$ cat src/rtl/pipeline_perf_monitor.sv
//------------------------------------------------------------------------------
// Module   : pipeline_perf_monitor
// Purpose  : Cycle/retire/stall/flush counters, register watch channels and
//            end-of-program detection for the 5-stage pipeline.
//            Optional macro PERF_SNAPSHOT_EN adds snapshot shadow registers.
// Revision : 1.0
//------------------------------------------------------------------------------
`default_nettype none

module pipeline_perf_monitor #(
    parameter int CNT_W      = 32,
    parameter int NUM_WATCH  = 2,
    parameter int REG_AW     = 5,
    parameter int DATA_W     = 32,
    parameter int PC_W       = 5,
    parameter int IDLE_LIMIT = 8
) (
    input  logic                        clk,
    input  logic                        reset,
    input  logic                        enable,
    input  logic                        clear,
    input  logic                        stall,
    input  logic                        flush,
    input  logic                        retire_valid,
    input  logic                        wb_we,
    input  logic [REG_AW-1:0]           wb_rd,
    input  logic [DATA_W-1:0]           wb_data,
    input  logic [PC_W-1:0]             pc_wb,
    input  logic [NUM_WATCH*REG_AW-1:0] watch_addr,
    input  logic                        snapshot,
    input  logic [3:0]                  rd_sel,
    output logic [CNT_W-1:0]            rd_data,
    output logic [NUM_WATCH-1:0]        watch_hit,
    output logic [NUM_WATCH*DATA_W-1:0] watch_value,
    output logic                        done,
    output logic                        overflow
);

    localparam int SPC_W   = $clog2(IDLE_LIMIT + 1);
    localparam int NUM_CNT = 5;

    localparam logic [1:0]       S_IDLE  = 2'd0;
    localparam logic [1:0]       S_RUN   = 2'd1;
    localparam logic [1:0]       S_DONE  = 2'd2;
    localparam logic [CNT_W-1:0] C_MAX   = '1;
    localparam logic [SPC_W-1:0] C_LIMIT = SPC_W'(IDLE_LIMIT);

    logic [1:0]           r_state;
    logic [CNT_W-1:0]     r_cnt [NUM_CNT];
    logic [NUM_CNT-1:0]   w_inc;
    logic [NUM_CNT-1:0]   w_sat;
    logic                 w_run;
    logic [NUM_WATCH-1:0] w_hit;
    logic [NUM_WATCH-1:0] r_watch_hit;
    logic [DATA_W-1:0]    r_watch_value [NUM_WATCH];
    logic [SPC_W-1:0]     r_same_pc_cnt;
    logic [SPC_W-1:0]     w_spc_inc;
    logic                 w_same_pc;
    logic                 w_reach_limit;
    logic [PC_W-1:0]      r_last_pc;
    logic                 r_done;
    logic                 r_overflow;
    logic [CNT_W-1:0]     w_shadow_sel;
    logic [CNT_W-1:0]     w_rd_mux;
    logic [CNT_W-1:0]     r_rd_data;

    assign w_run = (r_state == S_RUN);

    // Watch channels: live in IDLE and RUN, writes to x0 never match
    generate
        for (genvar i = 0; i < NUM_WATCH; i++) begin : g_watch
            assign w_hit[i] = (r_state != S_DONE) & wb_we & retire_valid &
                              (wb_rd == watch_addr[i*REG_AW +: REG_AW]) &
                              (wb_rd != '0);
            assign watch_value[i*DATA_W +: DATA_W] = r_watch_value[i];

            always_ff @(posedge clk or posedge reset) begin
                if (reset) begin
                    r_watch_value[i] <= '0;
                end else if (clear) begin
                    r_watch_value[i] <= '0;
                end else if (w_hit[i]) begin
                    r_watch_value[i] <= wb_data;
                end
            end
        end
    endgenerate

    always_ff @(posedge clk or posedge reset) begin
        if (reset) begin
            r_watch_hit <= '0;
        end else if (clear) begin
            r_watch_hit <= '0;
        end else begin
            r_watch_hit <= w_hit;
        end
    end

    // Counter order: cycles, retired, stalls, flushes, watched writes
    assign w_inc = {|w_hit, flush, stall, retire_valid, 1'b1} & {NUM_CNT{w_run}};

    generate
        for (genvar c = 0; c < NUM_CNT; c++) begin : g_cnt
            assign w_sat[c] = (r_cnt[c] == C_MAX);

            always_ff @(posedge clk or posedge reset) begin
                if (reset) begin
                    r_cnt[c] <= '0;
                end else if (clear) begin
                    r_cnt[c] <= '0;
                end else if (w_inc[c] && !w_sat[c]) begin
                    r_cnt[c] <= r_cnt[c] + 1'b1;
                end
            end
        end
    endgenerate

    always_ff @(posedge clk or posedge reset) begin
        if (reset) begin
            r_overflow <= 1'b0;
        end else if (clear) begin
            r_overflow <= 1'b0;
        end else if (|(w_inc & w_sat)) begin
            r_overflow <= 1'b1;
        end
    end

    // End-of-program: the WB PC repeating IDLE_LIMIT times in a row
    assign w_same_pc     = (pc_wb == r_last_pc);
    assign w_spc_inc     = r_same_pc_cnt + 1'b1;
    assign w_reach_limit = w_run & retire_valid & w_same_pc & (w_spc_inc == C_LIMIT);

    always_ff @(posedge clk or posedge reset) begin
        if (reset) begin
            r_same_pc_cnt <= '0;
            r_last_pc     <= '0;
        end else if (clear) begin
            r_same_pc_cnt <= '0;
            r_last_pc     <= '0;
        end else if (w_run && retire_valid) begin
            r_same_pc_cnt <= w_same_pc ? w_spc_inc : '0;
            r_last_pc     <= pc_wb;
        end
    end

    always_ff @(posedge clk or posedge reset) begin
        if (reset) begin
            r_state <= S_IDLE;
            r_done  <= 1'b0;
        end else if (clear) begin
            r_state <= S_IDLE;
            r_done  <= 1'b0;
        end else begin
            case (r_state)
                S_IDLE: begin
                    if (enable) begin
                        r_state <= S_RUN;
                    end
                end
                S_RUN: begin
                    if (w_reach_limit) begin
                        r_state <= S_DONE;
                        r_done  <= 1'b1;
                    end
                end
                S_DONE: begin
                    r_state <= S_DONE;
                end
                default: begin
                    r_state <= S_IDLE;
                end
            endcase
        end
    end

`ifdef PERF_SNAPSHOT_EN
    logic [CNT_W-1:0] r_shadow [4];

    // Shadows take the pre-increment counter values on the snapshot edge
    always_ff @(posedge clk or posedge reset) begin
        if (reset) begin
            for (int k = 0; k < 4; k++) r_shadow[k] <= '0;
        end else if (clear) begin
            for (int k = 0; k < 4; k++) r_shadow[k] <= '0;
        end else if (w_run && snapshot) begin
            for (int k = 0; k < 4; k++) r_shadow[k] <= r_cnt[k];
        end
    end

    assign w_shadow_sel = r_shadow[rd_sel[1:0]];
`else
    logic w_snapshot_unused;
    assign w_snapshot_unused = snapshot;
    assign w_shadow_sel      = '0;
`endif

    always_comb begin
        w_rd_mux = '0;
        case (rd_sel)
            4'd0:    w_rd_mux = r_cnt[0];
            4'd1:    w_rd_mux = r_cnt[1];
            4'd2:    w_rd_mux = r_cnt[2];
            4'd3:    w_rd_mux = r_cnt[3];
            4'd4:    w_rd_mux = r_cnt[4];
            4'd5:    w_rd_mux = CNT_W'(r_same_pc_cnt);
            4'd6:    w_rd_mux = CNT_W'({r_overflow, r_done, r_state});
            4'd8,
            4'd9,
            4'd10,
            4'd11:   w_rd_mux = w_shadow_sel;
            default: w_rd_mux = '0;
        endcase
    end

    always_ff @(posedge clk or posedge reset) begin
        if (reset) begin
            r_rd_data <= '0;
        end else begin
            r_rd_data <= w_rd_mux;
        end
    end

    assign rd_data   = r_rd_data;
    assign watch_hit = r_watch_hit;
    assign done      = r_done;
    assign overflow  = r_overflow;

endmodule

`default_nettype wire

$ cat config.mk
export PLATFORM = sky130hd
export DESIGN_NAME = pipeline_perf_monitor
export DESIGN_NICKNAME = d
export VERILOG_FILES = /design/src/rtl/pipeline_perf_monitor.sv
export SDC_FILE = /design/constraint.sdc
export NUM_CORES = 1
export LEC_CHECK = 0
export CELL_PAD_IN_SITES_DETAIL_PLACEMENT = 1
export CELL_PAD_IN_SITES_GLOBAL_PLACEMENT = 2
export CORE_MARGIN = 8
export CORE_UTILIZATION = 38
export DETAILED_ROUTE_END_ITERATION = 10
export PLACE_DENSITY_LB_ADDON = 0.1
export SYNTH_ARGS = -nofsm -noshare
export SYNTH_HDL_FRONTEND = slang
export SYNTH_SLANG_ARGS = --single-unit
export TNS_END_PERCENT = 1
$ cat constraint.sdc
create_clock -name clk -period 17.1 [get_ports clk]
set_input_delay 3.42 -clock clk [delete_from_list [all_inputs] [get_ports clk]]
set_output_delay 3.42 -clock clk [all_outputs]
set_load 0.1 [all_outputs]
==> flow_summary_export.csv, run 1 <==
group,metric,value,unit
route,vias,11900,
critical_path,cp-end-kind,"register",
run_status,status,"finished clean",
clocking,ctsLongestPathBuffers,3,
synthesis,synth_flop_cell,"dfrtp_1",
critical_path,worstSetupPathType,"in2reg",
synthesis,syn-cell-area,0.0140,mm^2
synthesis,synth_cells,1514,
sta,finalHoldViolations,0,
sta,clock.fmax,176,MHz
final_layout,final_common_cell,"dfrtp_1",
synthesis,syn_avg_cell_area,9.23,um^2
route,drt_iter0_markers,555,
grt,antenna_found_initial,0,
critical_path,r2r_end,"r_cnt[88]$_DFFE_PP0P_",
final_layout,fillers,4114,
synthesis,synth_fp_nets,1589,
final_layout,layout.nets,1715,
sta,slew_viol_final,0,
clocking,cts_hold_buf,0,
route,viasPerCell,5.60,
route,wl,45100,um
synthesis,async_flop_share,100,%
final_layout,area_growth,22.5,%
critical_path,startpoint_type,"input port",
clocking,cts_setup_buffers,0,
critical_path,critPathMaxFanout,31,
sta,fin_tns_setup,0,ps
critical_path,path_cells,"clkdlybuf4s50_1, and2_1, and3_1, o21ai_2, or4_1, a21oi_1",
critical_path,crit_arrival,6130,ps
final_layout,drive_above_1_share,7.65,%
critical_path,worstRegToRegCells,9,
grt,grt_pass1_wl,72200,um
clocking,cts_buffers,34,
clocking,cts_tree,"done",
floorplan,die_area,0.0432,mm^2
job,cap_viol_max_count,0,
clocking,path_clk_slew,60,ps
placed_design,port-buffer-count,163,
sta,rsz0062_at_grt,"false",
pwr,power_density,89.3,mW/mm^2
grt,grt_pass1_vias,12700,
clocking,cts.sinks,271,
final_layout,final_cell_mix,"271 x dfrtp_1, 204 x nand2_1, 161 x clkdlybuf4s50_1, 152 x nor2_1, 108 x a21oi_1",
route,wl_per_cell,21.2,um
sta,worst_pin_slew,1190,ps
placed_design,hpwl,31000,um
critical_path,required,17540,ps
placed_design,routabilityCongestion,0.811,
route,drt_pre_antenna_iters,6,
worst_hold_path,min_path_type,"reg2reg",
critical_path,ff2ff_setup_slack,14210,ps
synthesis,synth_warnings,0,
pwr,ir_worst_vdd,0.0662,mV
clocking,cts.repair.resized,0,
route,drc,0,
route,ant_nets,0,
sta,finalCritPeriodShare,33.3,%
sta,period_minus_slack,5690,ps
clocking,insertion_delay,530,ps
sta,slew_headroom,20.7,%
worst_hold_path,holdCritStartpoint,"watch_value[63]$_DFFE_PP0P_",
critical_path,crit_slowest_cell,"clkdlybuf4s50_1",
worst_hold_path,min_to,"watch_value[63]$_DFFE_PP0P_",
clocking,ctsHtreeMaxLevel,2,
floorplan,core.rowCount,70,
floorplan,die_height,208,um
pwr,p_leak,6.77,nW
worst_hold_path,min_delay_path_depth,2,
synthesis,yosys_register_bits,271,
sta,clock_skew,15.5,ps
grt,grt_overflow,0,
floorplan,fp.dieW,208,um
sta,hold_ws,524,ps
critical_path,slowest_delay,650,ps
clocking,cts-root-buf,"clkbuf_16",
critical_path,r2r_start,"r_state[1]$_DFFE_PP0P_",
synthesis,synth_cell_types,62,
grt,grt.total_usage,20.6,%
synthesis,ys_seq_area_share,48.5,%
synthesis,synth-edff-count,0,
sta,setup_violations,0,
grt,grt_max_degree,81,
floorplan,coreArea,0.0364,mm^2
final_layout,antenna_cells,0,
floorplan,floorplan.initialDensity,38.4,%
floorplan,io_pins,165,
[power breakdown]
part / internal, W / switching [W]
Combinational: 0.0000415 / 0.0000914
Sequential: 0.000651 / 0.0000113
Clock: 0.000451 / 0.000283
[worst max-delay path, delay by kind of cell]
family                 cells  cell delay, ps
and+or+nand+nor            3            1510
buffers and inverters      1             650
AOI/OAI and AO/OA          2             550
[routing by layer]
layer / routed length [um] / global-route usage (%)
met1: 20400 / 27.0
met2: 20400 / 32.4
met3: 3010 / 5.78
met4: 1300 / 6.75
met5: 0 / 0
[sequential cells by signal, summed over array words and instances (netlist names)]
register / count
done: 1
overflow: 1
r_cnt: 160
r_last_pc: 5
r_same_pc_cnt: 4
r_state: 2
rd_data: 32
watch_hit: 2
watch_value: 64
[logic make-up after synthesis]
logic type	synth area share, %
AO/OA/AOI/OAI	12.4
XOR/XNOR	8.15
adder cells (fa/ha/maj)	0.895
buffers and inverters	3.20
flip-flops	48.5
multiplexers	3.01
AND/OR/NAND/NOR	23.8
[worst max-delay path by stage]
| stage | startpoint | endpoint | slack [ps] | cells after the start |
|---|---|---|---|---|
| finish | retire_valid | r_cnt[7]$_DFFE_PP0P_ | 11410 | 6 |
| global route | reset | watch_value[2]$_DFFE_PP0P_ | 11160 | 4 |
| CTS | reset | r_cnt[57]$_DFFE_PP0P_ | 11420 | 4 |
| detailed placement | reset | watch_value[35]$_DFFE_PP0P_ | 10850 | 4 |
| global placement | reset | watch_value[35]$_DFFE_PP0P_ | 10840 | 4 |
| floorplan | reset | done$_DFFE_PP0P_ | 6210 | 1 |
[cells in the mapped netlist, drive strengths merged, types with 11 or more instances]
library cell	number	share of area, %
buf	12	0.46
o21ai	57	2.0
or3	15	0.68
nor3	32	1.3
clkbuf	79	2.1
nand3	76	2.7
inv	23	0.62
a22oi	59	3.2
nor2	153	4.1
nor4	11	0.49
xor2	76	4.8
and2	15	0.67
mux2	30	2.4
xnor2	54	3.4
a21oi	108	3.9
nand4	58	2.7
dfrtp	271	49
and4	24	1.5
and3	27	1.2
o31ai	16	0.86
or4	18	0.97
nand2	204	5.5
[final cells by class]
cell class / count / area [um^2] / share of cell area, %
flip-flops and latches: 271 / 6780 / 39.6
multi-input cells: 1129 / 6760 / 39.5
repair buffers: 181 / 1760 / 10.3
clock buffers: 48 / 1040 / 6.06
well taps: 468 / 586 / 3.42
clock inverters: 9 / 97.6 / 0.570
inverters: 23 / 93.8 / 0.548
[metrics by stage]
stage / utilization (%) / area, um^2 / setup WS (ps) / total power [W] / std cells
finish: 47.0 / 17100 / 11410 / 0.00153 / 2129
global route: 47.0 / 17100 / 11160 / 0.00159 / 2129
CTS: 47.0 / 17100 / 11420 / 0.00155 / 2129
detailed placement: 43.9 / 16000 / 10850 / 0.000809 / 2072
global placement: 43.9 / 16000 / 10840 / 0.000806 / 2072
floorplan: - / 14000 / 6210 / 0.000753 / 1514
Note: power is estimated with default switching activity, not from simulation.
==> inputs of run 2 (changes only) <==
Settings changed: CORE_UTILIZATION 38 to 32.
Clock period 17.1 ns to 5.1 ns, I/O delays scaled along.
==> run 2 against run 1 <==
Net effect:
- sequential share of layout area down 0.44 points
- worst hold slack worse by 7.0 ps
- critical path depth down 5
- clock skew about the same
- setup slack worse by 9600 ps
- sequential cell count unchanged
- clock-buffer cell count up 3
- die area up 17%
- largest power group unchanged
==> flow_summary_export.csv, run 2 (synthesis results as in run 1) <==
group,metric,value,unit
placed_design,placed_area,0.0162,mm^2
sta,slew_viol_final,0,
route,routed.top_layer,"met4",
clocking,cts.repair.resized,0,
route,vias,12000,
final_layout,top_register,"r_cnt",
critical_path,worst-path-stages,1,
critical_path,startpoint_type,"register",
critical_path,worstSetupPathType,"reg2out",
grt,antenna_found_initial,0,
sta,worst_pin_slew,1150,ps
final_layout,drive_above_1_share,7.80,%
placed_design,port-buffer-count,163,
grt,grt_max_degree,117,
final_layout,layout.nets,1720,
clocking,cts_tree,"done",
sta,finalHoldViolations,0,
route,wl_per_cell,21.4,um
floorplan,coreArea,0.0431,mm^2
critical_path,crit_slowest_cell,"clkdlybuf4s50_1",
route,ant_nets,0,
sta,finalCritPeriodShare,63.8,%
worst_hold_path,min_delay_path_depth,2,
final_layout,area_growth,23.8,%
sta,fin_tns_setup,0,ps
critical_path,crit_arrival,2230,ps
floorplan,floorplan.initialDensity,32.4,%
placed_design,routabilityCongestion,0.804,
clocking,cts_hold_buf,0,
pwr,ir_worst_vdd,0.183,mV
sta,clock_skew,15.9,ps
floorplan,io_pins,165,
route,wl_met2,21400,um
floorplan,fp.dieW,225,um
critical_path,cp-end-kind,"output pin",
job,cap_viol_max_count,0,
clocking,ctsHtreeMaxLevel,2,
pwr,power_density,296,mW/mm^2
critical_path,crit_family,"buffers and inverters",
clocking,ctsLongestPathBuffers,3,
clocking,cts-root-buf,"clkbuf_16",
final_layout,largest_reg_flops,160,
final_layout,stdcell_area,0.0173,mm^2
route,drc,0,
sta,slew_headroom,23.5,%
route,wl_met3,3190,um
pwr,p_leak,6.80,nW
final_layout,antenna_cells,0,
route,drt_iter0_markers,611,
critical_path,worst-path-buf-inv,1,
grt,grt_overflow,0,
clocking,cts_buffers,36,
sta,period_minus_slack,3250,ps
floorplan,die_area,0.0506,mm^2
run_status,status,"finished clean",
route,wl,48200,um
final_layout,final_common_cell,"dfrtp_1",
clocking,path_clk_slew,60,ps
critical_path,critPathMaxFanout,3,
sta,setup_violations,0,
critical_path,required,4080,ps
floorplan,core.rowCount,76,
clocking,cts_setup_buffers,0,
sta,clock.fmax,308,MHz
final_layout,final_cell_mix,"271 x dfrtp_1, 204 x nand2_1, 161 x clkdlybuf4s50_1, 152 x nor2_1, 108 x a21oi_1",
critical_path,path_cells,"clkdlybuf4s50_1",
placed_design,hpwl,33100,um
grt,grt_pass1_vias,12500,
grt,grt.total_usage,19.0,%
critical_path,slowest_delay,1200,ps
sta,rsz0062_at_grt,"false",
clocking,insertion_delay,540,ps
worst_hold_path,min_path_type,"reg2reg",
clocking,cts.sinks,271,
route,drt_pre_antenna_iters,5,
floorplan,die_height,225,um
route,viasPerCell,5.34,
route,drt-met1-wl,22300,um
critical_path,worstRegToRegCells,9,
grt,grt_pass1_wl,75900,um
run 2: changes by cell type in the layout (fill, tap and decap cells not counted):
cell	delta
buf_12	+3
bufinv_16	-1
clkbuf_1	+2
clkbuf_8	+1
clkinv_2	+1
inv_8	-1
run 2: area by class of cell:
class,count,area (um^2)
flip-flops and latches,271,6780
well taps,585,732
clock inverters,8,65.1
inverters,23,90.1
fillers,4896,25800
multi-input cells,1129,6760
clock buffers,51,1060
repair buffers,184,1820
run 2: path summary, 6_finish.rpt:
check                                             from  slack (ps)                           to
max                               overflow$_DFFE_PP0P_        1850                     overflow
min                        watch_value[12]$_DFFE_PP0P_         520  watch_value[12]$_DFFE_PP0P_
max reg2reg                     r_state[1]$_DFFE_PP0P_        2060        r_cnt[88]$_DFFE_PP0P_
min reg2reg                watch_value[12]$_DFFE_PP0P_         520  watch_value[12]$_DFFE_PP0P_
max in group asynchronous                        reset        3160        r_cnt[60]$_DFFE_PP0P_
min in group asynchronous                        reset         740     r_last_pc[1]$_DFFE_PP0P_
run 2: metal layers:
layer | vias to the layer above | GRT usage (%)
li1 | 5606 | -
met1 | 6090 | 25.7
met2 | 243 | 29.0
met3 | 73 | 5.48
met4 | 0 | 6.16
met5 | - | 0
run 2: power by group:
| group | leakage [nW] | internal [W] | total (W) | switching (W) |
|---|---|---|---|---|
| sequential | 3.78 | 0.00218 | 0.00222 | 0.0000377 |
| clock | 0.562 | 0.00148 | 0.00245 | 0.000972 |
| combinational | 2.45 | 0.000145 | 0.000459 | 0.000314 |
run 2: per-stage QoR:
step | utilization (%) | worst slack, ps | power, W | std cells | hold WS, ps
floorplan | - | 499 | 0.00252 | 1514 | 493
global placement | 37.6 | 1520 | 0.00272 | 2192 | 509
detailed placement | 37.6 | 1480 | 0.00273 | 2192 | 518
CTS | 40.2 | 1790 | 0.00524 | 2251 | 523
global route | 40.2 | 1780 | 0.00536 | 2251 | 543
finish | 40.2 | 1850 | 0.00513 | 2251 | 517
